[config.mk]
export PLATFORM = sky130hd
export DESIGN_NAME = hls_run_sequencer
export DESIGN_NICKNAME = d
export VERILOG_FILES = /design/src/rtl/hls_run_sequencer.sv
export SDC_FILE = /design/constraint.sdc
export NUM_CORES = 1
export LEC_CHECK = 0
export BUFFER_PORTS_ARGS = -buffer_cell sky130_fd_sc_hd__clkbuf_2
export CAP_MARGIN = 40
export CORE_MARGIN = 3
export CORE_UTILIZATION = 45
export CTS_CLUSTER_DIAMETER = 30
export CTS_CLUSTER_SIZE = 40
export DETAILED_ROUTE_END_ITERATION = 10
export PLACE_DENSITY_LB_ADDON = 0.2
export SYNTH_ARGS = -nofsm -noshare
export SYNTH_HDL_FRONTEND = slang
export SYNTH_SLANG_ARGS = --single-unit
[constraint.sdc]
create_clock -name clock -period 11.98 [get_ports clock]
set_input_delay 2.396 -clock clock [delete_from_list [all_inputs] [get_ports clock]]
set_output_delay 2.396 -clock clock [all_outputs]
set_load 0.005 [all_outputs]
[src/rtl/hls_run_sequencer.sv]
// Command-driven run controller for an HLS core: optional slave-port preload,
// core reset pulse, one-cycle start, then done/timeout capture into a result record.
`timescale 1ns/1ps
module hls_run_sequencer #(
  parameter int N_CH    = 2,
  parameter int ADDR_W  = 10,
  parameter int DATA_W  = 64,
  parameter int SIZE_W  = 7,
  parameter int CYC_W   = 32,
  parameter int TIMEOUT = 200000000,
  parameter int RST_CYC = 2,
  localparam int CH_W   = (N_CH > 1) ? $clog2(N_CH) : 1
) (
  input  logic                     clock,
  input  logic                     reset,
  input  logic                     cmd_valid,
  output logic                     cmd_ready,
  input  logic                     cmd_load,
  input  logic                     wr_valid,
  output logic                     wr_ready,
  input  logic [CH_W-1:0]          wr_ch,
  input  logic [ADDR_W-1:0]        wr_addr,
  input  logic [DATA_W-1:0]        wr_data,
  input  logic [SIZE_W-1:0]        wr_size,
  input  logic                     wr_last,
  output logic                     dut_reset,
  output logic                     dut_start,
  input  logic                     dut_done,
  output logic [N_CH-1:0]          S_oe_ram,
  output logic [N_CH-1:0]          S_we_ram,
  output logic [N_CH*ADDR_W-1:0]   S_addr_ram,
  output logic [N_CH*DATA_W-1:0]   S_Wdata_ram,
  output logic [N_CH*SIZE_W-1:0]   S_data_ram_size,
  input  logic [N_CH-1:0]          Sout_DataRdy,
  output logic                     res_valid,
  input  logic                     res_ready,
  output logic                     res_timeout,
  output logic [CYC_W-1:0]         res_cycles,
  output logic [15:0]              run_count
);

  localparam int RC_W = $clog2(RST_CYC + 1) + 1;
  localparam logic [CYC_W-1:0] CYC_ONE = CYC_W'(1);
  localparam logic [CYC_W-1:0] CYC_TMO = CYC_W'(TIMEOUT);
  localparam logic [RC_W-1:0]  RC_ONE  = RC_W'(1);
  localparam logic [RC_W-1:0]  RC_END  = RC_W'(RST_CYC);

  typedef enum logic [2:0] {
    S_IDLE   = 3'd0,
    S_LOAD   = 3'd1,
    S_DRST   = 3'd2,
    S_START  = 3'd3,
    S_RUN    = 3'd4,
    S_REPORT = 3'd5
  } state_t;

  state_t                  state_q;
  logic                    cmd_ready_q, wr_ready_q, dut_reset_q, dut_start_q, last_q;
  logic [N_CH-1:0]         we_q;
  logic [N_CH*ADDR_W-1:0]  addr_q;
  logic [N_CH*DATA_W-1:0]  wdata_q;
  logic [N_CH*SIZE_W-1:0]  size_q;
  logic [RC_W-1:0]         rst_cnt_q;
  logic [CYC_W-1:0]        cyc_q, res_cycles_q;
  logic                    res_valid_q, res_timeout_q;
  logic [15:0]             run_count_q;
  logic [N_CH-1:0]         wr_sel_s;
  logic                    beat_busy_s, beat_ack_s;

  // One-hot decode of the requested preload channel
  always_comb begin
    wr_sel_s = {N_CH{1'b0}};
    for (int c = 0; c < N_CH; c++) begin
      if (wr_ch == CH_W'(c)) wr_sel_s[c] = 1'b1;
      else                   wr_sel_s[c] = 1'b0;
    end
  end

  // Only DataRdy of the channel currently being written counts as an ack
  assign beat_busy_s = |we_q;
  assign beat_ack_s  = |(Sout_DataRdy & we_q);

  // Run sequencing FSM with all outputs registered
  always_ff @(posedge clock or posedge reset) begin
    if (reset) begin
      state_q       <= S_IDLE;
      cmd_ready_q   <= 1'b0;
      wr_ready_q    <= 1'b0;
      dut_reset_q   <= 1'b0;
      dut_start_q   <= 1'b0;
      last_q        <= 1'b0;
      we_q          <= {N_CH{1'b0}};
      addr_q        <= {(N_CH*ADDR_W){1'b0}};
      wdata_q       <= {(N_CH*DATA_W){1'b0}};
      size_q        <= {(N_CH*SIZE_W){1'b0}};
      rst_cnt_q     <= {RC_W{1'b0}};
      cyc_q         <= {CYC_W{1'b0}};
      res_valid_q   <= 1'b0;
      res_timeout_q <= 1'b0;
      res_cycles_q  <= {CYC_W{1'b0}};
      run_count_q   <= 16'd0;
    end else begin
      wr_ready_q <= 1'b0;
      case (state_q)
        S_IDLE: begin
          cmd_ready_q <= 1'b1;
          dut_reset_q <= 1'b1;
          if (cmd_valid && cmd_ready_q) begin
            cmd_ready_q <= 1'b0;
            if (cmd_load) begin
              state_q <= S_LOAD;
            end else begin
              state_q     <= S_DRST;
              dut_reset_q <= 1'b0;
              rst_cnt_q   <= RC_ONE;
            end
          end
        end
        S_LOAD: begin
          if (beat_busy_s) begin
            if (beat_ack_s) begin
              we_q       <= {N_CH{1'b0}};
              addr_q     <= {(N_CH*ADDR_W){1'b0}};
              wdata_q    <= {(N_CH*DATA_W){1'b0}};
              size_q     <= {(N_CH*SIZE_W){1'b0}};
              wr_ready_q <= 1'b1;
              if (last_q) begin
                state_q     <= S_DRST;
                dut_reset_q <= 1'b0;
                rst_cnt_q   <= RC_ONE;
              end
            end
          end else if (wr_valid && !wr_ready_q) begin
            // The cycle right after an ack still shows the old beat, hence the wr_ready_q guard
            last_q <= wr_last;
            for (int c = 0; c < N_CH; c++) begin
              we_q[c]                       <= wr_sel_s[c];
              addr_q[c*ADDR_W +: ADDR_W]    <= wr_sel_s[c] ? wr_addr : {ADDR_W{1'b0}};
              wdata_q[c*DATA_W +: DATA_W]   <= wr_sel_s[c] ? wr_data : {DATA_W{1'b0}};
              size_q[c*SIZE_W +: SIZE_W]    <= wr_sel_s[c] ? wr_size : {SIZE_W{1'b0}};
            end
          end
        end
        S_DRST: begin
          if (rst_cnt_q >= RC_END) begin
            state_q     <= S_START;
            dut_reset_q <= 1'b1;
            dut_start_q <= 1'b1;
            cyc_q       <= CYC_ONE;
          end else begin
            rst_cnt_q <= rst_cnt_q + RC_ONE;
          end
        end
        S_START: begin
          dut_start_q <= 1'b0;
          if (dut_done) begin
            state_q       <= S_REPORT;
            res_valid_q   <= 1'b1;
            res_timeout_q <= 1'b0;
            res_cycles_q  <= CYC_ONE;
          end else if (CYC_TMO <= CYC_ONE) begin
            state_q       <= S_REPORT;
            res_valid_q   <= 1'b1;
            res_timeout_q <= 1'b1;
            res_cycles_q  <= CYC_TMO;
          end else begin
            state_q <= S_RUN;
          end
        end
        S_RUN: begin
          // cyc_q holds the count of cycles already elapsed; this cycle is cyc_q+1
          if (dut_done) begin
            state_q       <= S_REPORT;
            res_valid_q   <= 1'b1;
            res_timeout_q <= 1'b0;
            res_cycles_q  <= cyc_q + CYC_ONE;
          end else if (cyc_q + CYC_ONE >= CYC_TMO) begin
            state_q       <= S_REPORT;
            res_valid_q   <= 1'b1;
            res_timeout_q <= 1'b1;
            res_cycles_q  <= CYC_TMO;
          end else begin
            cyc_q <= cyc_q + CYC_ONE;
          end
        end
        S_REPORT: begin
          if (res_ready) begin
            state_q     <= S_IDLE;
            res_valid_q <= 1'b0;
            run_count_q <= run_count_q + 16'd1;
            cmd_ready_q <= 1'b1;
            dut_reset_q <= 1'b1;
          end
        end
        default: begin
          state_q <= S_IDLE;
        end
      endcase
    end
  end

  assign cmd_ready       = cmd_ready_q;
  assign wr_ready        = wr_ready_q;
  assign dut_reset       = dut_reset_q;
  assign dut_start       = dut_start_q;
  assign S_oe_ram        = {N_CH{1'b0}};
  assign S_we_ram        = we_q;
  assign S_addr_ram      = addr_q;
  assign S_Wdata_ram     = wdata_q;
  assign S_data_ram_size = size_q;
  assign res_valid       = res_valid_q;
  assign res_timeout     = res_timeout_q;
  assign res_cycles      = res_cycles_q;
  assign run_count       = run_count_q;

endmodule

==> results.txt, run 1 <==
The run finished with clean final reports. Library cell with the largest summed area after synthesis: dfrtp_1. Summed over all nets, the half-perimeter wirelength after detailed placement is 20900 um.

In the final layout, the share of cells above drive strength 1 is 36.8%. The number of setup buffers added after CTS is 0. The share of synthesized cell area in full adder, half adder and majority cells works out to 0.344%. VDD sags by at most 0.000151 V. The number of hold buffers added after CTS was 0. The flop and latch count out of synthesis works out to 257. Once layout is done, the placed cells without fillers occupy 14500 sq um. The run gives 0.54 ns as the clock latency on the worst-skew pair.

In this run, CTS created clock tree buffers numbering 51. In this run the number of H-tree levels came out at 2. Measured along the y axis, the die boundary spans 162 um.

The min-delay analysis places its worst path in the category reg -> reg. The worst path arrival time was 4.52 ns. For this run, the leading register cell type out of synthesis is dfrtp_1. After layout, the worst path uses 34.5% of the clock period. For this run, the total global-route usage over all layers was measured as 23.1%. The final cell count without fillers is 1557. Setup violations remaining at the end of the flow were counted as 0. Largest fanout on the critical path: 57. In the post-synthesis netlist, the biggest area contributors are dfrtp_1 59%, a22o_1 13%, nand2_1 1.9%.

The tools report the wire length reported by the detailed router as 30500 um. The run gives 0 as the aggregate global routing overflow. The synthesized netlist devotes 22.3% of its cell area to compound gates. The worst setup path is captured at a flip-flop. Counting every sink on the clock net gives 257. In this run the tightest slew margin relative to its limit is 42.2%. For this design the ratio of total power to cell area is 268 nW/um^2. The buffering stage count on the worst path with inverters included works out to 3.

The detail-routed net length per standard cell is 19.6 um. The cell count after synthesis came out at 884. In this run the cell area measured after placement is 12800 sq um. The tools report the max-cap violation count as 0. The critical path ends at S_addr_ram[0].

Once the floorplan was initialized, standard cells occupied 46.1% of the core. For the final database, setup skew stands at 0.0252 ns. The setup TNS after final layout came out at 0 ns. Counting cells, the worst reg-to-reg path comes to 10. In the synthesized netlist, mux cells make up 1.25% of the area. The first routing iteration left 486 violations. Using the TritonRoute via totals, the vias-per-cell ratio works out to 5.45. The area taken by multi-input logic gates was 4150 sq um.

The number of stages on the worst setup path was 7; the number of global-route vias before repair was 8830. The final weighted congestion in routability-driven placement is 0.912. The setup slack of the worst register-to-register path came out at 7.86 ns. Number of hold violations in the final report: 0.

After synthesis, the largest area contributor takes up 58.9% of total cell area. For the wire length of the first global-routing pass, the log shows 48700 um. The run gives 0 as the count of pins over their slew limit. The tools report the number of nets in the final layout as 1290. The tools report the largest net degree at the start of global routing as 115. Cell with the biggest individual delay on the critical path: or4b_2. Of the total synthesized cell area, the portion taken by XOR and XNOR cells is 3.05%. By count the netlist is led by 257 x dfrtp_1, 165 x a22o_1, 55 x nand2_1, 49 x clkbuf_1, 32 x nor2_1.

Clock tree synthesis selected as its root buffer the cell clkbuf_16. Counting flops with a built-in enable in the synthesized netlist gives 0. The proportion of register bits with asynchronous set or reset after synthesis works out to 100%. Shortest period the worst path allows: 4.13 ns. The die is 162 um wide.

The run gives 3 as the number of antenna violations at the first check in global routing. The floorplan step defined a core boundary enclosing 23700 sq um. At the pin with the least slew margin, the transition time is 0.867 ns. The routed layout has 8480 vias. Once detail routing completed, the nets flagged for antenna violations numbered 0. Walking the worst path, the cells encountered are clkbuf_2 > or4b_2 > nor3_1 > nor2_4 > buf_4 > buf_12 > a22o_1.

The reg-to-reg critical path endpoint was res_cycles[11]. The reg-to-reg startpoint is cyc_q[0]. The number of port buffers is 309.

For the worst setup path, the data required time is 12.37 ns. The area share of and/or/nand/nor cells after synthesis is 10.9%, and the clock-pin slew reported for the worst setup and hold paths after clock tree synthesis is 0.04 ns. The floorplan has 56 rows. The highest cell delay on the worst timing path is 0.61 ns, and the area occupied by registers is 6430 sq um.

In this run the cell area of the synthesized design comes to 10900 sq um. Setup repair after global routing left no endpoint under its margin. For this run, the top clock speed supported by timing is 242 MHz. The run gives 312 as the number of ports placed on the die boundary.

For the number of warning messages in the yosys log, the log shows 0. A synthesized cell averages 12.3 sq um. The number of gates given a new drive strength after cts came out at 0.

The logs give 7.25 nW for the standby leakage power and 5 for the first-pass iteration count of the detailed router. The netlist uses 70 different library cells. Nature of the critical path startpoint: a primary input.

The hold path startpoint was res_cycles[10]. The critical setup path kind was in -> reg. The area growth from synthesis to layout is 33.1%. The number of placed instances, taps included, is 1461. The run gives 3 as the maximum count of clock buffers along a single path. Combinational family with the most area after synthesis: compound AO/OA/AOI/OAI gates. At the end of the flow the core is filled with cells to 61.3%.

The floorplan step defined a die boundary enclosing 26200 sq um. The top cell family by delay on the critical path is simple AND/OR/NAND/NOR gates. After detailed routing, the number of remaining DRC violations is 0. Yosys instantiated no cell more often than dfrtp_1. Sequential cells were found to cover 58.9% of the synthesized design area.

TritonCTS built the clock tree. Total power for the finished layout comes to 3.89 mW. The filler cells instantiated in the layout total 2008. The launch point of the worst path was wr_valid.
## worst min-delay path by stage
stage,to,slack [ns],cells after the start
2_1_floorplan,rst_cnt_q[2],0.46,1
3_3_place_gp,run_count[15],0.46,1
3_5_place_dp,res_cycles[10],0.47,1
4_1_cts,res_cycles[10],0.48,1
5_1_grt,res_cycles[10],0.49,1
6_report,res_cycles[10],0.47,1
## metal layers
metal | share of wire (%) | up-vias | global-route usage (%)
met5 | 0 | - | 0
li1 | - | 3960 | -
met4 | 3.3 | 0 | 8.49
met1 | 41 | 4143 | 29.8
met3 | 8.2 | 72 | 7.52
met2 | 48 | 305 | 36.8
## registers in the layout, summed over array words and instances (netlist names), 2 cells and up
name	cells
S_data_ram_size	14
run_count	16
res_cycles	32
S_addr_ram	20
cyc_q	32
S_Wdata_ram	128
rst_cnt_q	3
state_q	3
S_we_ram	2
## power by group
part	leakage, nW	internal (mW)	switching (mW)
clock	0.832	0.923	0.466
combinational	3.00	0.544	0.538
sequential	3.42	1.18	0.238
## cell families (layout without fill, tap and decap cells)
logic type / after synthesis / in the layout
xor+xnor: 38 / 38
simple gates: 209 / 209
flops: 257 / 257
mux: 13 / 13
compound gates: 285 / 285
fa+ha+maj: 3 / 3
other cells: 1 / 5
buf+inv: 78 / 428
## metrics by stage
stage	hold WS, ns	setup WS, ns
after global routing	0.490	7.59
final	0.474	7.85
after global placement	0.460	7.17
after floorplan	0.457	2.51
after CTS	0.475	7.81
after detailed placement	0.465	7.34
## placed cells by master (no fill, tap or decap), drive strengths merged, types with 6 or more instances in the layout
cell / n
a22o: 165
nor3b: 6
clkinv: 11
nand4: 16
mux2i: 8
inv: 16
a21boi: 6
nand2: 55
a21o: 9
clkbuf: 376
a2bb2oi: 7
nor3: 10
o21ai: 19
o22a: 7
xnor2: 22
dfrtp: 257
o2bb2ai: 16
nor4: 16
o21a: 9
a21oi: 15
buf: 16
clkinvlp: 6
nor2: 32
and3: 10
and2: 9
nand3: 25
xor2: 16
## cell type report
| class | count | area share (%) |
|---|---|---|
| clock inverter | 26 | 1.80 |
| inverter | 10 | 0.310 |
| tap | 319 | 2.75 |
| multi-input combinational | 550 | 28.6 |
| antenna | 3 | 0.0517 |
| sequential | 257 | 44.3 |
| timing repair buffer | 325 | 12.2 |
| clock buffer | 67 | 10.0 |
No activity file was read; power rests on OpenSTA's default activity.
==> run 2, diff against run 1 <==
- clock period: 11.98 -> 4.2 ns (I/O delays scaled with it)
==> results.txt, run 2 (synthesized netlist as in run 1, its figures left out) <==
For the wire length reported by the detailed router, the log shows 31400 um (was 30500 um). TritonCTS built the clock tree. The clock-pin slew reported for the worst setup and hold paths after clock tree synthesis came out at 0.04 ns (about the same). The die footprint was 26200 sq um (unchanged).

The ratio of cells with drive above 1 in the final layout was 37.0% (was 36.8%); the total setup violations reported at the end of the flow was 0 (unchanged). The setup skew after layout was 0.0233 ns (was 0.0252 ns); the number of ports placed on the die boundary was 312 (unchanged). The logs give 12700 sq um (was 12800 sq um) for the cell area reported after detailed placement and 0.000443 V (was 0.000151 V) for the largest vdd supply drop. Highest cell delay on the worst timing path: 0.48 ns (was 0.61 ns). The largest fanout on the critical path came out at 18 (was 57). The type of element capturing the critical path was a flip-flop (unchanged). The run gives 3 (unchanged) as the maximum count of clock buffers along a single path. The core area is 23700 sq um (unchanged), and the aggregate global routing overflow is 0 (unchanged).

The pin slew with the least headroom to its limit was 0.853 ns (was 0.867 ns). Based on the critical path, the design can be clocked at up to 278 MHz. The number of vias per cell after detailed routing is 5.53 (was 5.45), and the number of buffers created by CTS is 52 (was 51). The cell with the biggest individual delay on the critical path was dfrtp_1 (was or4b_2). The logs give 8618 (was 8480) for the count of vias placed by the detailed router and 0 (unchanged) for the buffer count from post-CTS setup fixing. The tools report the setup TNS after final layout as 0 ns (unchanged). The half-perimeter wire length after detailed placement came out at 21200 um (was 20900 um).

The number of antenna violations at the first check in global routing was 1 (was 3); the detail-routed net length per standard cell was 20.2 um (was 19.6 um). Top cell family by delay on the critical path: simple AND/OR/NAND/NOR gates (unchanged). The clock latency on the worst-skew pair came out at 0.54 ns (about the same). Number of global-route vias before repair: 8902 (was 8830). For the number of sinks handled by clock tree synthesis, the log shows 257 (unchanged).

The flow ran to the end, and the final reports show no timing, DRC or antenna violations. The wire length of the first global-routing pass is 50000 um (was 48700 um). The number of hold violations in the final report was 0 (unchanged). The worst path arrival time is 4.00 ns (was 4.52 ns). The worst relative slew slack came out at 43.1% (was 42.2%). The tools report the largest net degree at the start of global routing as 165 (was 115).

Setup repair after global routing left no endpoint under its margin. For the number of placement rows, the log shows 56 (unchanged). The root buffer cell was clkbuf_16 (unchanged). The data required time at the worst endpoint was 4.60 ns (was 12.37 ns); the post-detailed-route count of antenna-violating nets was 0 (unchanged). The total power is 11.5 mW (was 3.89 mW), and the final period utilization is 85.7%. The starting density of the core is 46.1% (unchanged), and the die extent in y is 162 um (unchanged).

The standby leakage power is 7.31 nW (was 7.25 nW). The most frequent standard cell in the layout excluding fill and tap cells was clkbuf_2 (unchanged). Class of the tightest hold or removal check: in -> async (was reg -> reg). Critical setup path kind: reg -> reg (was in -> reg). Commonest cells after routing, fill and taps aside: 309 x clkbuf_2, 257 x dfrtp_1, 165 x a22o_1, 55 x nand2_1, 54 x clkbuf_16 (was 309 x clkbuf_2, 257 x dfrtp_1, 165 x a22o_1, 55 x nand2_1, 53 x clkbuf_16). The total power density per cell area is 786 nW/um^2 (was 268 nW/um^2). The global routing usage summed across all routing layers is 23.9% (was 23.1%), and the number of port buffers is 309 (unchanged). The nature of the critical path startpoint is a flip-flop (was a primary input). The horizontal die dimension works out to 162 um (unchanged). The minimum setup slack in the final design is 0.600 ns (was 7.85 ns), and the number of violations reported at the end of detailed-routing iteration 0 is 576 (was 486). For the post-route core utilization, the log shows 61.8% (was 61.3%).

The buffering stage count on the worst path with inverters included came out at 1 (was 3). The number of flip-flops under the largest register name was 128 (unchanged). The shortest period the worst path allows was 3.60 ns; the count of pins over their slew limit was 0 (unchanged). The max-cap violation count is 0 (unchanged), and the H-tree depth is 2 (unchanged).

The setup slack at placement is 0.644 ns (was 7.34 ns), and the number of gates given a new drive strength after cts is 0 (unchanged). The area of all placed cells without fillers is 14600 sq um (was 14500 sq um), and the area added between synthesis and finish is 34.2% (was 33.1%). The number of hold buffers added after CTS is 0 (unchanged). The first-pass iteration count of the detailed router was 5 (unchanged); the final weighted congestion in routability-driven placement was 0.914 (was 0.912). CP cell instances: ha_1 > and3_1 > nand4_1 > nor4_1 > xnor2_1 > o21ai_1 > nor2_1 > o211ai_2 > buf_4 > mux2_2 (was clkbuf_2 > or4b_2 > nor3_1 > nor2_4 > buf_4 > buf_12 > a22o_1).

The number of nets in the final layout was 1290 (unchanged). The run gives 0 (unchanged) as the residual DRC count.
-- run 2: cell types whose count changed in the layout (fill, tap and decap cells not counted), sizes merged --
cell	before	now
buf	16	15
bufinv	3	7
clkinv	11	7
diode	3	1
clkbuf	376	378
inv	16	18
-- run 2: area by class of cell --
cell class,instances,area [sq um]
fill,1972,9040
sequential,257,6430
multi-input combinational,550,4150
timing repair buffer,324,1720
clock buffer,69,1510
tap,319,399
clock inverter,28,385
inverter,10,41.3
antenna,1,2.50
-- run 2: where the power goes --
group	internal (mW)	total (mW)	switching, mW
registers	3.37	4.01	0.640
clock network	2.97	4.36	1.39
logic	1.54	3.13	1.59
total	7.88	11.5	3.62
-- run 2: worst paths after layout --
path	slack [ns]	from	cells past startpoint	to
max in group asynchronous	2.86	reset	3	cyc_q[20]
worst min register to register	0.47	run_count[15]	1	run_count[15]
worst min-delay path	0.32	reset	2	run_count[3]
worst max register to register	0.60	cyc_q[0]	10	cyc_q[16]
min in group clock	0.47	run_count[15]	1	run_count[15]
worst max-delay path	0.60	cyc_q[0]	10	cyc_q[16]
-- run 2: worst register-to-register path: stages (launching register included) --
cell and delay [ns]:
dfrtp_1 0.48, ha_1 0.29, and3_1 0.29, nand4_1 0.33, nor4_1 0.43, xnor2_1 0.15, o21ai_1 0.22, nor2_1 0.13
o211ai_2 0.45, buf_4 0.34, mux2_2 0.37
-- run 2: per-stage QoR --
stage	hold WS [ns]	std cells
after detailed placement	0.460	1460
after global routing	0.336	1558
after global placement	0.462	1460
after CTS	0.313	1557
final	0.321	1558
after floorplan	0.457	885
-- run 2: metal layers --
metal / track usage, % / part of all wire [%] / vias up
li1: - / - / 3965
met1: 30.8 / 41 / 4261
met4: 8.07 / 2.8 / 0
met2: 38.8 / 48 / 333
met5: 0 / 0 / -
met3: 7.32 / 8.2 / 59
==> run 3, diff against run 2 <==
- CTS_BUF_LIST: not set -> sky130_fd_sc_hd__clkbuf_2 sky130_fd_sc_hd__clkbuf_4 sky130_fd_sc_hd__clkbuf_8
==> results.txt, run 3 (synthesized netlist as in run 1, its figures left out) <==
The run finished with clean final reports. The run gives 3 (unchanged) as the maximum count of clock buffers along a single path. First-pass iteration count of the detailed router: 5 (unchanged). The top cell family by delay on the critical path is simple AND/OR/NAND/NOR gates (unchanged).

The number of placement rows was 56 (unchanged). The horizontal die dimension is 162 um (unchanged). For the number of global-route vias before repair, the log shows 8831 (was 8902). Number of cell instances on the worst register-to-register path: 10 (unchanged). Cell with the biggest individual delay on the critical path: dfrtp_1 (unchanged). The max-cap violation count came out at 0 (unchanged).

The ratio of cells with drive above 1 in the final layout works out to 37.4% (was 37.0%). The largest fanout on the critical path came out at 18 (unchanged). The tools report the data required time at the worst endpoint as 4.62 ns (was 4.60 ns).

The class of the tightest hold or removal check is in -> async (unchanged). Clock latency on the worst-skew pair: 0.57 ns (was 0.54 ns). Number of vias per cell after detailed routing: 5.50 (was 5.53).

The most frequent standard cell in the layout excluding fill and tap cells was clkbuf_2 (unchanged). The reg-to-reg critical path endpoint was cyc_q[16] (unchanged). Final period utilization: 86.5% (was 85.7%).

The aggregate global routing overflow was 0 (unchanged); the count of vias placed by the detailed router was 8563 (was 8618). Worst relative slew slack: 42.9% (was 43.1%). The tools report the root buffer cell as clkbuf_8 (was clkbuf_16).

Setup repair after global routing left no endpoint under its margin. The half-perimeter wire length after detailed placement is 21200 um (unchanged), and the setup skew after layout is 0.0256 ns (was 0.0233 ns). The wire length reported by the detailed router is 31300 um (was 31400 um), and the placed instance count is 1460 (unchanged). The die footprint is 26200 sq um (unchanged).

The global routing usage summed across all routing layers is 23.7% (was 23.9%), and the number of ports placed on the die boundary is 312 (unchanged). The largest vdd supply drop is 0.000408 V (was 0.000443 V). The logs give 0.914 (unchanged) for the final weighted congestion in routability-driven placement and 0.644 ns (unchanged) for the setup slack at placement. The residual DRC count is 0 (unchanged). The logs give 1290 (unchanged) for the number of nets in the final layout and 257 (unchanged) for the number of sinks handled by clock tree synthesis. The pin slew with the least headroom to its limit was 0.856 ns (was 0.853 ns).

Total power density per cell area: 731 nW/um^2 (was 786 nW/um^2). The run gives 0 (unchanged) as the number of hold violations in the final report. The number of gates given a new drive strength after cts was 0 (unchanged). The tools report the nature of the critical path startpoint as a flip-flop (unchanged). The tools report the H-tree depth as 2 (unchanged). The logs give 165 (unchanged) for the largest net degree at the start of global routing and 49500 um (was 50000 um) for the wire length of the first global-routing pass. The run gives 1 (unchanged) as the number of antenna violations at the first check in global routing.

The tools report the buffer count from post-CTS setup fixing as 0 (unchanged). The worst path arrival time came out at 4.06 ns (was 4.00 ns). The highest cell delay on the worst timing path works out to 0.48 ns (about the same). TritonCTS built the clock tree.

The number of port buffers works out to 309 (unchanged). Commonest cells after routing, fill and taps aside: 309 x clkbuf_2, 257 x dfrtp_1, 165 x a22o_1, 64 x clkbuf_8, 55 x nand2_1 (was 309 x clkbuf_2, 257 x dfrtp_1, 165 x a22o_1, 55 x nand2_1, 54 x clkbuf_16). Die extent in y: 162 um (unchanged). The buffering stage count on the worst path with inverters included came out at 1 (unchanged).

Number of flip-flops under the largest register name: 128 (unchanged). The critical setup path kind is reg -> reg (unchanged). The setup TNS after final layout is 0 ns (unchanged), and the total setup violations reported at the end of the flow is 0 (unchanged). The type of element capturing the critical path was a flip-flop (unchanged). The total power came out at 10.3 mW (was 11.5 mW). The run gives 564 (was 576) as the number of violations reported at the end of detailed-routing iteration 0. The clock-pin slew reported for the worst setup and hold paths after clock tree synthesis is 0.05 ns (was 0.04 ns), and the area added between synthesis and finish is 28.7% (was 34.2%).

The post-detailed-route count of antenna-violating nets came out at 0 (unchanged). The shortest period the worst path allows was 3.63 ns (was 3.60 ns). Final cell count without fillers: 1558 (unchanged).

Minimum setup slack in the final design: 0.566 ns (was 0.600 ns). The maximum clock frequency is 275 MHz (was 278 MHz), and the detail-routed net length per standard cell is 20.1 um (was 20.2 um). The logs give 0 (unchanged) for the count of pins over their slew limit and 23700 sq um (unchanged) for the core area. The number of buffers created by CTS was 52 (unchanged). The tools report the reg-to-reg startpoint as cyc_q[0] (unchanged).

The setup slack of the worst register-to-register path is 0.57 ns (was 0.60 ns), and the number of hold buffers added after CTS is 0 (unchanged). The standby leakage power came out at 7.05 nW (was 7.31 nW). CP cell instances: ha_1 > and3_1 > nand4_1 > nor4_1 > xnor2_1 > o21ai_1 > nor2_1 > o211ai_2 > buf_4 > mux2_2 (unchanged). The run gives 46.1% (unchanged) as the starting density of the core.
## run 3: changes by cell type in the layout (fill, tap and decap cells not counted), sizes merged
cell    before  now
clkinv       7    6
inv         18   19
## run 3: worst max-delay path by stage
stage | end | slack, ns | from | depth (start not counted)
floorplan | S_Wdata_ram[0] | -0.03 | reset | 1
global placement | cyc_q[4] | 0.75 | cyc_q[0] | 10
detailed placement | cyc_q[16] | 0.64 | cyc_q[0] | 10
CTS | cyc_q[16] | 0.63 | cyc_q[0] | 10
global route | cyc_q[16] | 0.38 | cyc_q[0] | 10
finish | cyc_q[16] | 0.57 | cyc_q[0] | 10
## run 3: cell type report
| cell class | instances | area, sq um |
|---|---|---|
| timing repair buffer | 324 | 1720 |
| sequential | 257 | 6430 |
| fill | 2058 | 9640 |
| clock buffer | 69 | 918 |
| clock inverter | 28 | 378 |
| multi-input combinational | 550 | 4150 |
| inverter | 10 | 41.3 |
| tap | 319 | 399 |
| antenna | 1 | 2.50 |
## run 3: per-layer routing
metal,vias up,share of wire [%],track usage (%)
li1,3953,-,-
met1,4223,40,30.3
met2,320,49,38.7
met3,67,8.2,7.55
met4,0,2.8,7.41
met5,-,0,0
## run 3: power by group
| part | switching, mW | total, mW | internal [mW] |
|---|---|---|---|
| combinational | 1.59 | 3.13 | 1.54 |
| clock | 1.22 | 3.12 | 1.91 |
| sequential | 0.640 | 4.01 | 3.37 |
## run 3: metrics by stage
| stage | util, % | area [sq um] | hold slack (ns) |
|---|---|---|---|
| 4_1_cts | 59.3 | 14000 | 0.275 |
| 2_1_floorplan | - | 10900 | 0.457 |
| 6_report | 59.3 | 14000 | 0.299 |
| 5_1_grt | 59.3 | 14000 | 0.297 |
| 3_3_place_gp | 53.8 | 12700 | 0.462 |
| 3_5_place_dp | 53.8 | 12700 | 0.460 |
## run 3: worst register-to-register path: cells and delay by family (launching register included)
family                     cells  cell delay (ns)
adders and majority gates      1             0.29
DFF                            1             0.48
xor gates and xnor gates       1             0.15
AOI/OAI and AO/OA              2             0.69
buffers and inverters          1             0.35
and+or+nand+nor                4             1.19
muxes                          1             0.37
